File: src/rtl/mips_pkg.sv
// Shared forwarding-select encodings for the MIPS pipeline forwarding/hazard logic.
package mips_pkg;

  typedef logic [1:0] fwd_sel_t;

  // EX-stage ALU operand mux encodings
  localparam fwd_sel_t FWD_RF    = 2'b00;
  localparam fwd_sel_t FWD_MEMWB = 2'b01;
  localparam fwd_sel_t FWD_EXMEM = 2'b10;

  // ID-stage branch comparator mux encodings
  localparam fwd_sel_t CMP_RF    = 2'b00;
  localparam fwd_sel_t CMP_EXMEM = 2'b01;
  localparam fwd_sel_t CMP_MEMWB = 2'b10;

endpackage

File: src/rtl/fwd_src_match.sv
// Per-source producer matching: flags against ID/EX, EX/MEM, MEM/WB and the
// resulting next ALU forward select and current comparator select.
module fwd_src_match
  import mips_pkg::*;
#(
  parameter int unsigned AW = 5
) (
  input  logic [AW-1:0] i_src,
  input  logic          i_used,
  input  logic          i_id_ex_reg_write,
  input  logic [AW-1:0] i_id_ex_dest,
  input  logic          i_ex_mem_reg_write,
  input  logic          i_ex_mem_mem_read,
  input  logic [AW-1:0] i_ex_mem_dest,
  input  logic          i_mem_wb_reg_write,
  input  logic [AW-1:0] i_mem_wb_dest,
  output logic          o_m_id_ex,
  output logic          o_m_ex_mem,
  output logic          o_m_mem_wb,
  output fwd_sel_t      o_alu_sel_nxt,
  output fwd_sel_t      o_cmp_sel
);

  // r0 is hardwired zero, so a write to it is never a real producer
  assign o_m_id_ex  = i_id_ex_reg_write  && (i_id_ex_dest  != '0) && (i_id_ex_dest  == i_src) && i_used;
  assign o_m_ex_mem = i_ex_mem_reg_write && (i_ex_mem_dest != '0) && (i_ex_mem_dest == i_src) && i_used;
  assign o_m_mem_wb = i_mem_wb_reg_write && (i_mem_wb_dest != '0) && (i_mem_wb_dest == i_src) && i_used;

  // ALU selects are for next cycle: the ID/EX producer will sit in EX/MEM,
  // the EX/MEM producer in MEM/WB. A current MEM/WB producer is covered by
  // the write-through regfile.
  always_comb begin
    // NOTE: every output gets a default first so no path leaves it unassigned (no latch).
    o_alu_sel_nxt = FWD_RF;
    o_cmp_sel     = CMP_RF;
    if (o_m_id_ex)       o_alu_sel_nxt = FWD_EXMEM;
    else if (o_m_ex_mem) o_alu_sel_nxt = FWD_MEMWB;
    // A load in EX/MEM has no data yet; that case is stalled at the top level.
    if (o_m_ex_mem && !i_ex_mem_mem_read) o_cmp_sel = CMP_EXMEM;
    else if (o_m_mem_wb)                  o_cmp_sel = CMP_MEMWB;
  end

endmodule

File: src/rtl/fwd_hazard_unit.sv
// Forwarding + hazard unit: registered EX ALU selects, combinational ID branch
// comparator selects, load-use / branch stall detection and a stall counter.
module fwd_hazard_unit
  import mips_pkg::*;
#(
  parameter int unsigned NUM_SRC = 2,
  parameter int unsigned AW      = 5,
  parameter int unsigned CNT_W   = 16
) (
  input  logic                   clk,
  input  logic                   rst_n,
  input  logic [NUM_SRC*AW-1:0]  id_src,
  input  logic [NUM_SRC-1:0]     id_src_used,
  input  logic                   id_is_branch,
  input  logic                   flush,
  input  logic                   id_ex_reg_write,
  input  logic                   id_ex_mem_read,
  input  logic [AW-1:0]          id_ex_dest,
  input  logic                   ex_mem_reg_write,
  input  logic                   ex_mem_mem_read,
  input  logic [AW-1:0]          ex_mem_dest,
  input  logic                   mem_wb_reg_write,
  input  logic [AW-1:0]          mem_wb_dest,
  input  logic                   cnt_clr,
  output logic [2*NUM_SRC-1:0]   alu_fwd_sel,
  output logic [2*NUM_SRC-1:0]   cmp_fwd_sel,
  output logic                   stall,
  output logic                   bubble,
  output logic [CNT_W-1:0]       stall_cnt
);

  logic     w_m_id_ex  [NUM_SRC];
  logic     w_m_ex_mem [NUM_SRC];
  logic     w_m_mem_wb [NUM_SRC];
  fwd_sel_t w_alu_nxt  [NUM_SRC];
  fwd_sel_t w_cmp      [NUM_SRC];

  for (genvar s = 0; s < NUM_SRC; s++) begin : g_src
    fwd_src_match #(.AW(AW)) u_match (
      .i_src              (id_src[s*AW +: AW]),
      .i_used             (id_src_used[s]),
      .i_id_ex_reg_write  (id_ex_reg_write),
      .i_id_ex_dest       (id_ex_dest),
      .i_ex_mem_reg_write (ex_mem_reg_write),
      .i_ex_mem_mem_read  (ex_mem_mem_read),
      .i_ex_mem_dest      (ex_mem_dest),
      .i_mem_wb_reg_write (mem_wb_reg_write),
      .i_mem_wb_dest      (mem_wb_dest),
      .o_m_id_ex          (w_m_id_ex[s]),
      .o_m_ex_mem         (w_m_ex_mem[s]),
      .o_m_mem_wb         (w_m_mem_wb[s]),
      .o_alu_sel_nxt      (w_alu_nxt[s]),
      .o_cmp_sel          (w_cmp[s])
    );
  end

  logic                 w_any_id_ex;
  logic                 w_any_ex_mem;
  logic                 w_hazard;
  logic [2*NUM_SRC-1:0] w_alu_nxt_vec;

  always_comb begin
    w_any_id_ex   = 1'b0;
    w_any_ex_mem  = 1'b0;
    w_alu_nxt_vec = '0;
    cmp_fwd_sel   = '0;
    for (int s = 0; s < NUM_SRC; s++) begin
      w_any_id_ex           = w_any_id_ex  | w_m_id_ex[s];
      w_any_ex_mem          = w_any_ex_mem | w_m_ex_mem[s];
      w_alu_nxt_vec[2*s +: 2] = w_alu_nxt[s];
      cmp_fwd_sel[2*s +: 2]   = w_cmp[s];
    end
  end

  // Load-use, branch on an EX result, branch on a load still in MEM. A branch
  // after a load stalls twice purely because the load advances ID/EX -> EX/MEM.
  assign w_hazard = (id_ex_mem_read && w_any_id_ex)
                  | (id_is_branch && w_any_id_ex)
                  | (id_is_branch && ex_mem_mem_read && w_any_ex_mem);

  assign stall  = w_hazard && !flush;
  assign bubble = w_hazard || flush;

  logic [2*NUM_SRC-1:0] r_alu_fwd_sel;
  logic [CNT_W-1:0]     r_stall_cnt;

  // NOTE: state registers use non-blocking assignments so every flop samples pre-edge values.
  always_ff @(posedge clk or negedge rst_n) begin
    if (!rst_n) begin
      r_alu_fwd_sel <= '0;
    end else if (bubble) begin
      // The bubble entering ID/EX reads no sources.
      r_alu_fwd_sel <= '0;
    end else begin
      r_alu_fwd_sel <= w_alu_nxt_vec;
    end
  end

  always_ff @(posedge clk or negedge rst_n) begin
    if (!rst_n) begin
      r_stall_cnt <= '0;
    end else if (cnt_clr) begin
      r_stall_cnt <= '0;
    end else if (stall && (r_stall_cnt != '1)) begin
      r_stall_cnt <= r_stall_cnt + CNT_W'(1);
    end
  end

  assign alu_fwd_sel = r_alu_fwd_sel;
  assign stall_cnt   = r_stall_cnt;

endmodule

File: config.mk
export PLATFORM = sky130hd
export DESIGN_NAME = fwd_hazard_unit
export DESIGN_NICKNAME = d
export VERILOG_FILES = /design/src/rtl/mips_pkg.sv /design/src/rtl/fwd_src_match.sv /design/src/rtl/fwd_hazard_unit.sv
export SDC_FILE = /design/constraint.sdc
export NUM_CORES = 1
export LEC_CHECK = 0
export CORE_MARGIN = 2
export CORE_UTILIZATION = 46
export CTS_BUF_LIST = sky130_fd_sc_hd__clkbuf_16
export DETAILED_ROUTE_END_ITERATION = 8
export PLACE_DENSITY = 0.86
export SLEW_MARGIN = 0
export SYNTH_ARGS = -nofsm -noshare
export SYNTH_HDL_FRONTEND = slang
export SYNTH_SLANG_ARGS = --single-unit
File: constraint.sdc
create_clock -name clk -period 3.95 [get_ports clk]
set_clock_uncertainty 0.2 [all_clocks]
set_input_delay 0.79 -clock clk [delete_from_list [all_inputs] [get_ports clk]]
set_output_delay 0.79 -clock clk [all_outputs]
set_load 0.005 [all_outputs]
======== Word-level counts from Yosys, hierarchy flattened ========
Index checks and enable logic that the tools add are counted.
storage, ports and cells
  register bits ........................... 20
  logic and storage cells ................. 55
  output and inout port bits .............. 26
operators by class
  reduce and logical (&&, ||, !) cells .... 30
  mux-type cells .......................... 11
  bitwise logic cells ..................... 4
  $add $sub $neg .......................... 1
  equality and inequality tests ........... 7
operators with widths
  cell                     count
  $mux W16                 2
  $eq A5 B5 Y1             6
  $logic_and A1 B1 Y1      23
  $add A16 B1 Y16 const B  1
  $ne A16 B16 Y1 const B   1
  $reduce_bool A5 Y1       3
  $mux W2                  6
  $mux W4                  1
  $or A1 B1 Y1             4
  $logic_not A1 Y1         2
  $mux W1                  2
  $reduce_bool A2 Y1       1
  $logic_or A1 B1 Y1       1

======== Depth between registers and ports, before layout ========
Gate-level depths: netlist (run 1).
  depth after elaboration ................. 12
  mapped depth ............................ 9
  depth with buffers taken out ............ 7

======== Hierarchy ========
From an unflattened synthesis (run 1), not the netlist that was laid out.
second synthesis, totals
  cells, all modules ...................... 194
  area, all modules ....................... 1689.1 um2
modules (own cells, without submodules)
  module           cells an instance  instances  area each (um2)
  fwd_hazard_unit  122                1          1201.2
  fwd_src_match    36                 2          244.0

======== Worst setup path before layout (run 1) ========
Ideal clock, no wire load.
  path type ............................... in2out
  from .................................... input port id_ex_dest[0]
  to ...................................... output port bubble
  stages on the path ...................... 7
  arrival time ............................ 2.187 ns
  setup slack ............................. 0.773 ns
  path buffers ............................ 1
  path through ............................ or4_1 > o21ai_1 > nor2_1 > o21ai_0 > o31ai_1 > or2_2 > clkbuf_1
on the way
  word-level cells in the longest chain between the ends .. 9
  elaborated cells on any way between the ends .. 14
  classes of those cells .................. 2 x eq/ne; 3 x bitwise; 9 x reduce/logical
ends and longest elaborated chain
  item                                           RTL line                                      RTL
  from (decl)                                    fwd_hazard_unit.sv:18                         input logic [AW-1:0] id_ex_dest,
  $reduce_bool A5 Y1                             fwd_src_match.sv:25                           assign o_m_id_ex = i_id_ex_reg_write && (i_id_ex_dest != '0) && (i_id_ex_dest == i_src) && i_used;
  $logic_and A1 B1 Y1 (3 in a row)               fwd_src_match.sv:25
  $or A1 B1 Y1 (*)                               fwd_hazard_unit.sv:68                         w_any_id_ex = w_any_id_ex | w_m_id_ex[s];
  $logic_and A1 B1 Y1, on equally long branches  fwd_hazard_unit.sv:77, fwd_hazard_unit.sv:78
  $or A1 B1 Y1 (*)                               fwd_hazard_unit.sv:78                         | (id_is_branch && w_any_id_ex)
  $or A1 B1 Y1 (*)                               fwd_hazard_unit.sv:79                         | (id_is_branch && ex_mem_mem_read && w_any_ex_mem);
  $logic_or A1 B1 Y1 (*)                         fwd_hazard_unit.sv:82                         assign bubble = w_hazard || flush;
  to (decl)                                      fwd_hazard_unit.sv:28                         output logic bubble,
Every way passes the cells marked *; elsewhere a longest branch is shown, timed or not.

======== Worst setup path in the final report (run 1) ========
  from .................................... input port id_src[1]
  to ...................................... output port cmp_fwd_sel[1]
on the way
  word-level cells in the longest chain between the ends .. 5
  elaborated cells on any way between the ends .. 9
  classes of those cells .................. 2 x eq/ne; 2 x mux; 5 x reduce/logical
ends and longest elaborated chain
  item                                                        RTL line                                  RTL
  from (decl)                                                 fwd_hazard_unit.sv:12                     input logic [NUM_SRC*AW-1:0] id_src,
  $eq A5 B5 Y1, on equally long branches                      fwd_src_match.sv:27, fwd_src_match.sv:26
  $logic_and A1 B1 Y1, on equally long branches (2 in a row)  fwd_src_match.sv:27, fwd_src_match.sv:26
  $mux W2 or $logic_and A1 B1 Y1 (tied branches)              fwd_src_match.sv:40, fwd_src_match.sv:39
  $mux W2 (*)                                                 fwd_src_match.sv:39                       if (o_m_ex_mem && !i_ex_mem_mem_read) o_cmp_sel = CMP_EXMEM;
  to (decl)                                                   fwd_hazard_unit.sv:26                     output logic [2*NUM_SRC-1:0] cmp_fwd_sel,
Marks and branches as above.

==> flow_summary_export.csv, run 1 <==
group,metric,value,unit
status,status,"finished clean",
power_and_ir_drop,power,526.0,uW
timing,post-route-period-util,0.9927,
timing,holdWs,0.3720,ns
floorplanning,die_w,60.82,um
floorplanning,die-area,3699,um^2
timing,worst_slack,0.02896,ns
timing,timing.fmax,255.0,MHz
synth,syn-num-nets,211,
synth,synthXorXnorAreaFrac,0.1887,
hold_path,hold_start,"stall_cnt[12]$_DFFE_PN0P_",
global_routing,busiest_layer,"met2",
power_and_ir_drop,p_sw,122.8,uW
route,vias,1732,
cts,clkTransAtPathRegs,0.05,ns
route,drt_pre_antenna_iters,4,
power_and_ir_drop,p_int,403.2,uW
synth,muxShareOfSynthArea,0.02190,
floorplanning,die_height,60.82,um
floorplanning,core_region_area,3053,um^2
global_routing,grt_use_total,0.2490,
timing,setup_viol,0,
cts,cts.sinks,20,
hold_path,hold_depth,2,
power_and_ir_drop,cellPowerDensity,217.4,nW/um^2
synth,syn_inst,173,
critical_path,critPathRequiredTime,2.96,ns
final_layout,syn2layout_area_growth,62.93,%
placed_design,hpwl,3464,um
critical_path,critical_path_class,"input pin to primary output",
power_and_ir_drop,p_clk_frac,0.385,
global_routing,grt_pass1_vias,1585,
placed_design,place.gp.congestion,0.9604,
route,wire_per_inst,16.03,um
placed_design,port_buffers,62,
synth,synthSimpleGateAreaFrac,0.2839,
global_routing,antenna_found_initial,0,
flow_run,drv_cap,0,
timing,tightest_slew,0.8924,ns
global_routing,grt_pass1_wl,6844,um
hold_path,min_path_type,"register to register",
timing,finalSetupTns,0,ns
route,wl,4744,um
synth,ys_seq_elements,20,
synth,synth_most_common_cell,"xor2_1",
global_routing,grt_max_degree,23,
critical_path,reg2reg_depth,7,
synth,synth_ff_type,"dfrtp_1",
cts,clockBufferDepth,2,
critical_path,worstSetupStartpointType,"input pin",
synth,synth_enable_flop_cells,0,
power_and_ir_drop,p_sw_frac,0.2335,
critical_path,r2r-end,"stall_cnt[15]$_DFFE_PN0P_",
final_layout,drive_above_1_share,0.1468,
global_routing,use_met1,0.2904,
cts,cts_htree_levels,1,
final_layout,fin_nets,292,
critical_path,arrival,2.93,ns
power_and_ir_drop,leakagePower,0.9974,nW
critical_path,crit_path_end_kind,"primary output",
synth,synth_fa_ha_area_frac,0.008425,
synth,syn_avg_cell_area,8.585,um^2
timing,slew_violations,0,
floorplanning,row_count,20,
critical_path,rrSetupSlack,1.16,ns
synth,syn_area,1485,um^2
synth,yosysTopAreaCell,"dfrtp_1",
global_routing,grt_overflow,0,
floorplanning,start_util,0.4865,
synth,synthDistinctLibCells,36,
cts,clk_latency,0.25,ns
placed_design,dpl_worst_slack,-0.02872,ns
global_routing,use_met3,0.03412,
timing,finalHoldViolCount,0,
timing,relSlewSlack,0.4032,
route,drtIter0Drc,111,
global_routing,use_met2,0.4562,
synth,ys_top_cells_by_area,"dfrtp_1 (34%), xor2_1 (14%), xnor2_1 (4.7%)",
critical_path,rr_startpoint,"stall_cnt[0]$_DFFE_PN0P_",
floorplanning,pin_count,63,
timing,layout_min_cycle_time,3.921,ns
route,postRouteAntennaNets,0,
synth,synth_compound_area_frac,0.1289,
synth,yosys_warnings,0,
cts,cts_root_buf,"clkbuf_16",
critical_path,cp-startpoint,"id_src[1]",
hold_path,hold-path-endpoint,"stall_cnt[12]$_DFFE_PN0P_",
final_layout,fin_util,0.7926,
cts,cts_buffers,3,
final_layout,antenna_cells,0,
synth,synth_top_family_by_area,"simple AND/OR/NAND/NOR gates",
power_and_ir_drop,comb_power_share,0.224,
synth,synth_top_area_share,0.3370,
final_layout,final-seq-area,500.5,um^2
synth,ys_async_sr_fraction,1.000,
final_layout,multi_input_area,987.2,um^2
route,vias_per_cell,5.851,
synth,synth_common_cells,"xor2_1 (24), dfrtp_1 (20), nor2_1 (14), a21oi_1 (11)",
power_and_ir_drop,ir_worst_vdd,0.1424,mV
power_and_ir_drop,seqPwrFrac,0.391,
synth,ys_seq_area_frac,0.3370,
cts,cts_tree,"done",
route,drc,0,
critical_path,worstPathMaxFanout,3,
final_layout,n_fill_cell,202,
[cells by family (layout without fill, tap and decap cells)]
group / after synthesis / count (layout)
simple gates: 76 / 76
xor+xnor: 32 / 32
compound gates: 31 / 31
flops: 20 / 20
buf+inv: 10 / 89
mux: 3 / 3
fa+ha+maj: 1 / 1
[layout by cell type (no fill, tap or decap), types with 2 or more instances in the layout]
cell,count
and3_1,3
o21ai_2,2
nor3_1,7
inv_1,4
or4_1,8
nand3_1,9
nor2_1,14
xor2_1,24
mux2_2,2
and2_4,2
o31ai_1,6
xnor2_1,8
nand2_1,8
o21ai_0,5
clkdlybuf4s50_1,54
a21oi_1,11
nand4_1,2
buf_4,20
nor4_1,9
or3_1,5
clkbuf_16,3
dfrtp_1,20
dlymetal6s2s_1,7
[how the worst max path moves through the flow]
stage	end
after global placement	stall
after global routing	cmp_fwd_sel[1]
after floorplan	bubble
after CTS	stall
after detailed placement	stall
final	cmp_fwd_sel[1]
[state kept, by name (all words and copies together), names as in the netlist]
signal,count
alu_fwd_sel,4
stall_cnt,16
[metrics by stage]
step | std cells | area [um^2]
6_report | 296 | 2420
5_1_grt | 296 | 2420
4_1_cts | 293 | 2340
3_5_place_dp | 290 | 2257
3_3_place_gp | 290 | 2257
2_1_floorplan | 173 | 1485
[routing by layer]
metal | up-vias | wire length [um]
met5 | - | 0
met3 | 19 | 268
met1 | 830 | 1792
met2 | 88 | 2503
met4 | 0 | 180
li1 | 795 | -
[cell type report]
| type | count | share of cell area |
|---|---|---|
| Sequential cell | 20 | 0.2068 |
| Tap cell | 44 | 0.02275 |
| Timing Repair Buffer | 82 | 0.3252 |
| Inverter | 4 | 0.006205 |
| Clock buffer | 3 | 0.03102 |
| Multi-Input combinational cell | 143 | 0.4080 |
[timing repair]
item | 4_1_cts | 5_1_grt
buffers inserted | 0 | 3
hold buffers | 0 | 0
gates resized for setup | 3 | 17
endpoints found under the setup margin | 2 | 4
pin swaps | 0 | 9
endpoints found under the hold margin | 0 | 0
[worst max-delay path: stages]
cell	delay [ns]
clkdlybuf4s50_1	0.48
xor2_1	0.20
nor4_2	0.25
nand3_1	0.13
buf_4	0.16
nor3_1	0.33
nor3_1	0.13
clkdlybuf4s50_1	0.46
[power groups by stage]
stage / Combinational [mW] / Sequential, mW / Clock, mW
finish: 0.118 / 0.206 / 0.202
global route: 0.126 / 0.205 / 0.213
CTS: 0.111 / 0.206 / 0.203
detailed placement: 0.110 / 0.209 / 0
global placement: 0.108 / 0.209 / 0
floorplan: 0.0355 / 0.209 / 0
Power figures use the tool's default switching activity.
==> run 2: changes to the inputs <==
GPL_ROUTABILITY_DRIVEN = 0   (was default)
PLACE_DENSITY = 0.9   (was 0.86)
==> run 2 against run 1 <==
Against the previous run:
- critical path depth is 2 lower
- die area did not move
- via count decreased by 0.17%
- total power rose by 0.61%
- combinational power is essentially flat
- non-clock buffer count unchanged
- utilization fell by 0.33 points
- highest routed layer unchanged
- cell area decreased by 0.41%
- setup slack better by 0.049 ns
==> flow_summary_export.csv, run 2 (synthesis results as in run 1) <==
group,metric,value,unit
status,status,"finished clean",
power_and_ir_drop,leakagePower,0.9780,nW
hold_path,min_path_type,"register to register",
critical_path,arrival,2.88,ns
critical_path,critical_path_class,"input pin to primary output",
route,drtIter0Drc,111,
power_and_ir_drop,p_sw_frac,0.2389,
timing,relSlewSlack,0.4054,
route,wire_per_inst,16.64,um
final_layout,drive_above_1_share,0.1462,
final_layout,n_fill_cell,203,
timing,timing.fmax,258.3,MHz
power_and_ir_drop,seqPwrFrac,0.388,
timing,finalSetupTns,0,ns
flow_run,drv_cap,0,
cts,cts_htree_levels,1,
power_and_ir_drop,p_sw,126.4,uW
critical_path,crit_chain,"clkdlybuf4s50_1 > or4_4 > o21ai_4 > nor3_4 > nor3_1 > clkdlybuf4s50_1",
final_layout,final_cell_mix,"clkdlybuf4s50_1 (54), xor2_1 (24), dfrtp_1 (20), buf_4 (20), nor2_1 (14)",
timing,slew_violations,0,
global_routing,antenna_found_initial,0,
timing,post-route-period-util,0.9803,
cts,hold_buffers,0,
floorplanning,pin_count,63,
timing,layout_min_cycle_time,3.872,ns
cts,cts_root_buf,"clkbuf_16",
final_layout,design_area,2410,um^2
power_and_ir_drop,p_clk_frac,0.391,
cts,cts_buffers,3,
critical_path,worstPathMaxFanout,5,
timing,tightest_slew,0.8891,ns
power_and_ir_drop,cellPowerDensity,219.6,nW/um^2
floorplanning,row_count,20,
power_and_ir_drop,power,529.2,uW
global_routing,grt_pass1_wl,7576,um
power_and_ir_drop,p_int,402.8,uW
cts,cts.sinks,20,
global_routing,grt_use_total,0.2738,
route,wl,4941,um
cts,clkTransAtPathRegs,0.05,ns
cts,postCtsSetupBuffers,0,
placed_design,port_buffers,62,
floorplanning,start_util,0.4865,
critical_path,max_stage_delay,0.56,ns
global_routing,grt_overflow,0,
final_layout,antenna_cells,0,
floorplanning,core_region_area,3053,um^2
critical_path,crit_path_end_kind,"primary output",
route,drt_pre_antenna_iters,4,
timing,rsz0062_at_grt,"false",
floorplanning,die-area,3699,um^2
critical_path,critPathRequiredTime,2.96,ns
route,postRouteAntennaNets,0,
floorplanning,die_w,60.82,um
critical_path,cpMaxStageDelayCell,"or4_4",
final_layout,layout_commonest_cell,"clkdlybuf4s50_1",
critical_path,cp_num_buf_inv,2,
route,vias,1729,
placed_design,placed_area,2280,um^2
power_and_ir_drop,ir_worst_vdd,0.1616,mV
cts,clk_latency,0.25,ns
power_and_ir_drop,comb_power_share,0.221,
cts,clockBufferDepth,2,
final_layout,largest_register_ffs,16,
route,vias_per_cell,5.822,
final_layout,syn2layout_area_growth,62.26,%
critical_path,cp_common_cell,"clkdlybuf4s50_1",
cts,cts_tree,"done",
timing,finalHoldViolCount,0,
floorplanning,die_height,60.82,um
placed_design,hpwl,3683,um
global_routing,grt_pass1_vias,1648,
final_layout,fin_nets,292,
route,drc,0,
timing,holdWs,0.3856,ns
critical_path,worstSetupStartpointType,"input pin",
global_routing,grt_max_degree,23,
timing,setup_viol,0,
critical_path,crit_family,"buffers and inverters",
## run 2: power by group through the flow
stage               clock (mW)  combinational (mW)  sequential [mW]
finish                   0.207               0.117            0.206
global route             0.218               0.125            0.205
CTS                      0.206               0.113            0.206
detailed placement           0               0.112            0.209
global placement             0               0.108            0.209
floorplan                    0              0.0355            0.209
## run 2: per-layer routing
| metal | up-vias | wire length, um | track usage | share of wire |
|---|---|---|---|---|
| li1 | 801 | - | - | - |
| met1 | 798 | 1886 | 0.3447 | 0.38 |
| met2 | 115 | 2513 | 0.4700 | 0.51 |
| met3 | 15 | 409 | 0.03838 | 0.083 |
| met4 | 0 | 131 | 0.1118 | 0.027 |
| met5 | - | 0 | 0 | 0 |
## run 2: through the flow
stage / cells / utilization / setup WS, ns
after CTS: 297 / 0.7791 / -0.002839
after detailed placement: 293 / 0.7467 / -0.1555
after global placement: 293 / 0.7467 / 0.005652
after global routing: 297 / 0.7893 / 0.01827
after floorplan: 173 / - / 0.7728
final: 297 / 0.7893 / 0.07795
## run 2: what timing repair did
action / 4_1_cts / 5_1_grt
pin swaps: 2 / 1
resized for setup: 10 / 8
endpoints found under the setup margin: 4 / 4
## run 2: final timing paths
path                                      startpoint                         to  slack [ns]  cells past startpoint
max                                   ex_mem_dest[0]             cmp_fwd_sel[1]        0.08                      6
min                        stall_cnt[14]$_DFFE_PN0P_  stall_cnt[14]$_DFFE_PN0P_        0.39                      2
max reg2reg                 stall_cnt[0]$_DFFE_PN0P_  stall_cnt[15]$_DFFE_PN0P_        1.17                      7
min reg2reg                stall_cnt[14]$_DFFE_PN0P_  stall_cnt[14]$_DFFE_PN0P_        0.39                      2
max in group asynchronous                      rst_n   stall_cnt[9]$_DFFE_PN0P_        2.16                      1
min in group asynchronous                      rst_n   stall_cnt[1]$_DFFE_PN0P_        0.84                      1
## run 2: tightest hold or removal path, stage by stage, from the launching register on
cell	delay, ns
dfrtp_1	0.41
o41ai_1	0.07
a21oi_1	0.06
## run 2: cell type report
class                      count  area, um^2  share of cell area
multi-input combinational    143       984.7              0.4086
timing repair buffer          82       775.7              0.3219
sequential                    20       500.5              0.2077
clock buffer                   3       75.07             0.03115
tap                           44       55.05             0.02285
inverter                       4       15.01            0.006231
clock inverter                 1       3.754            0.001558
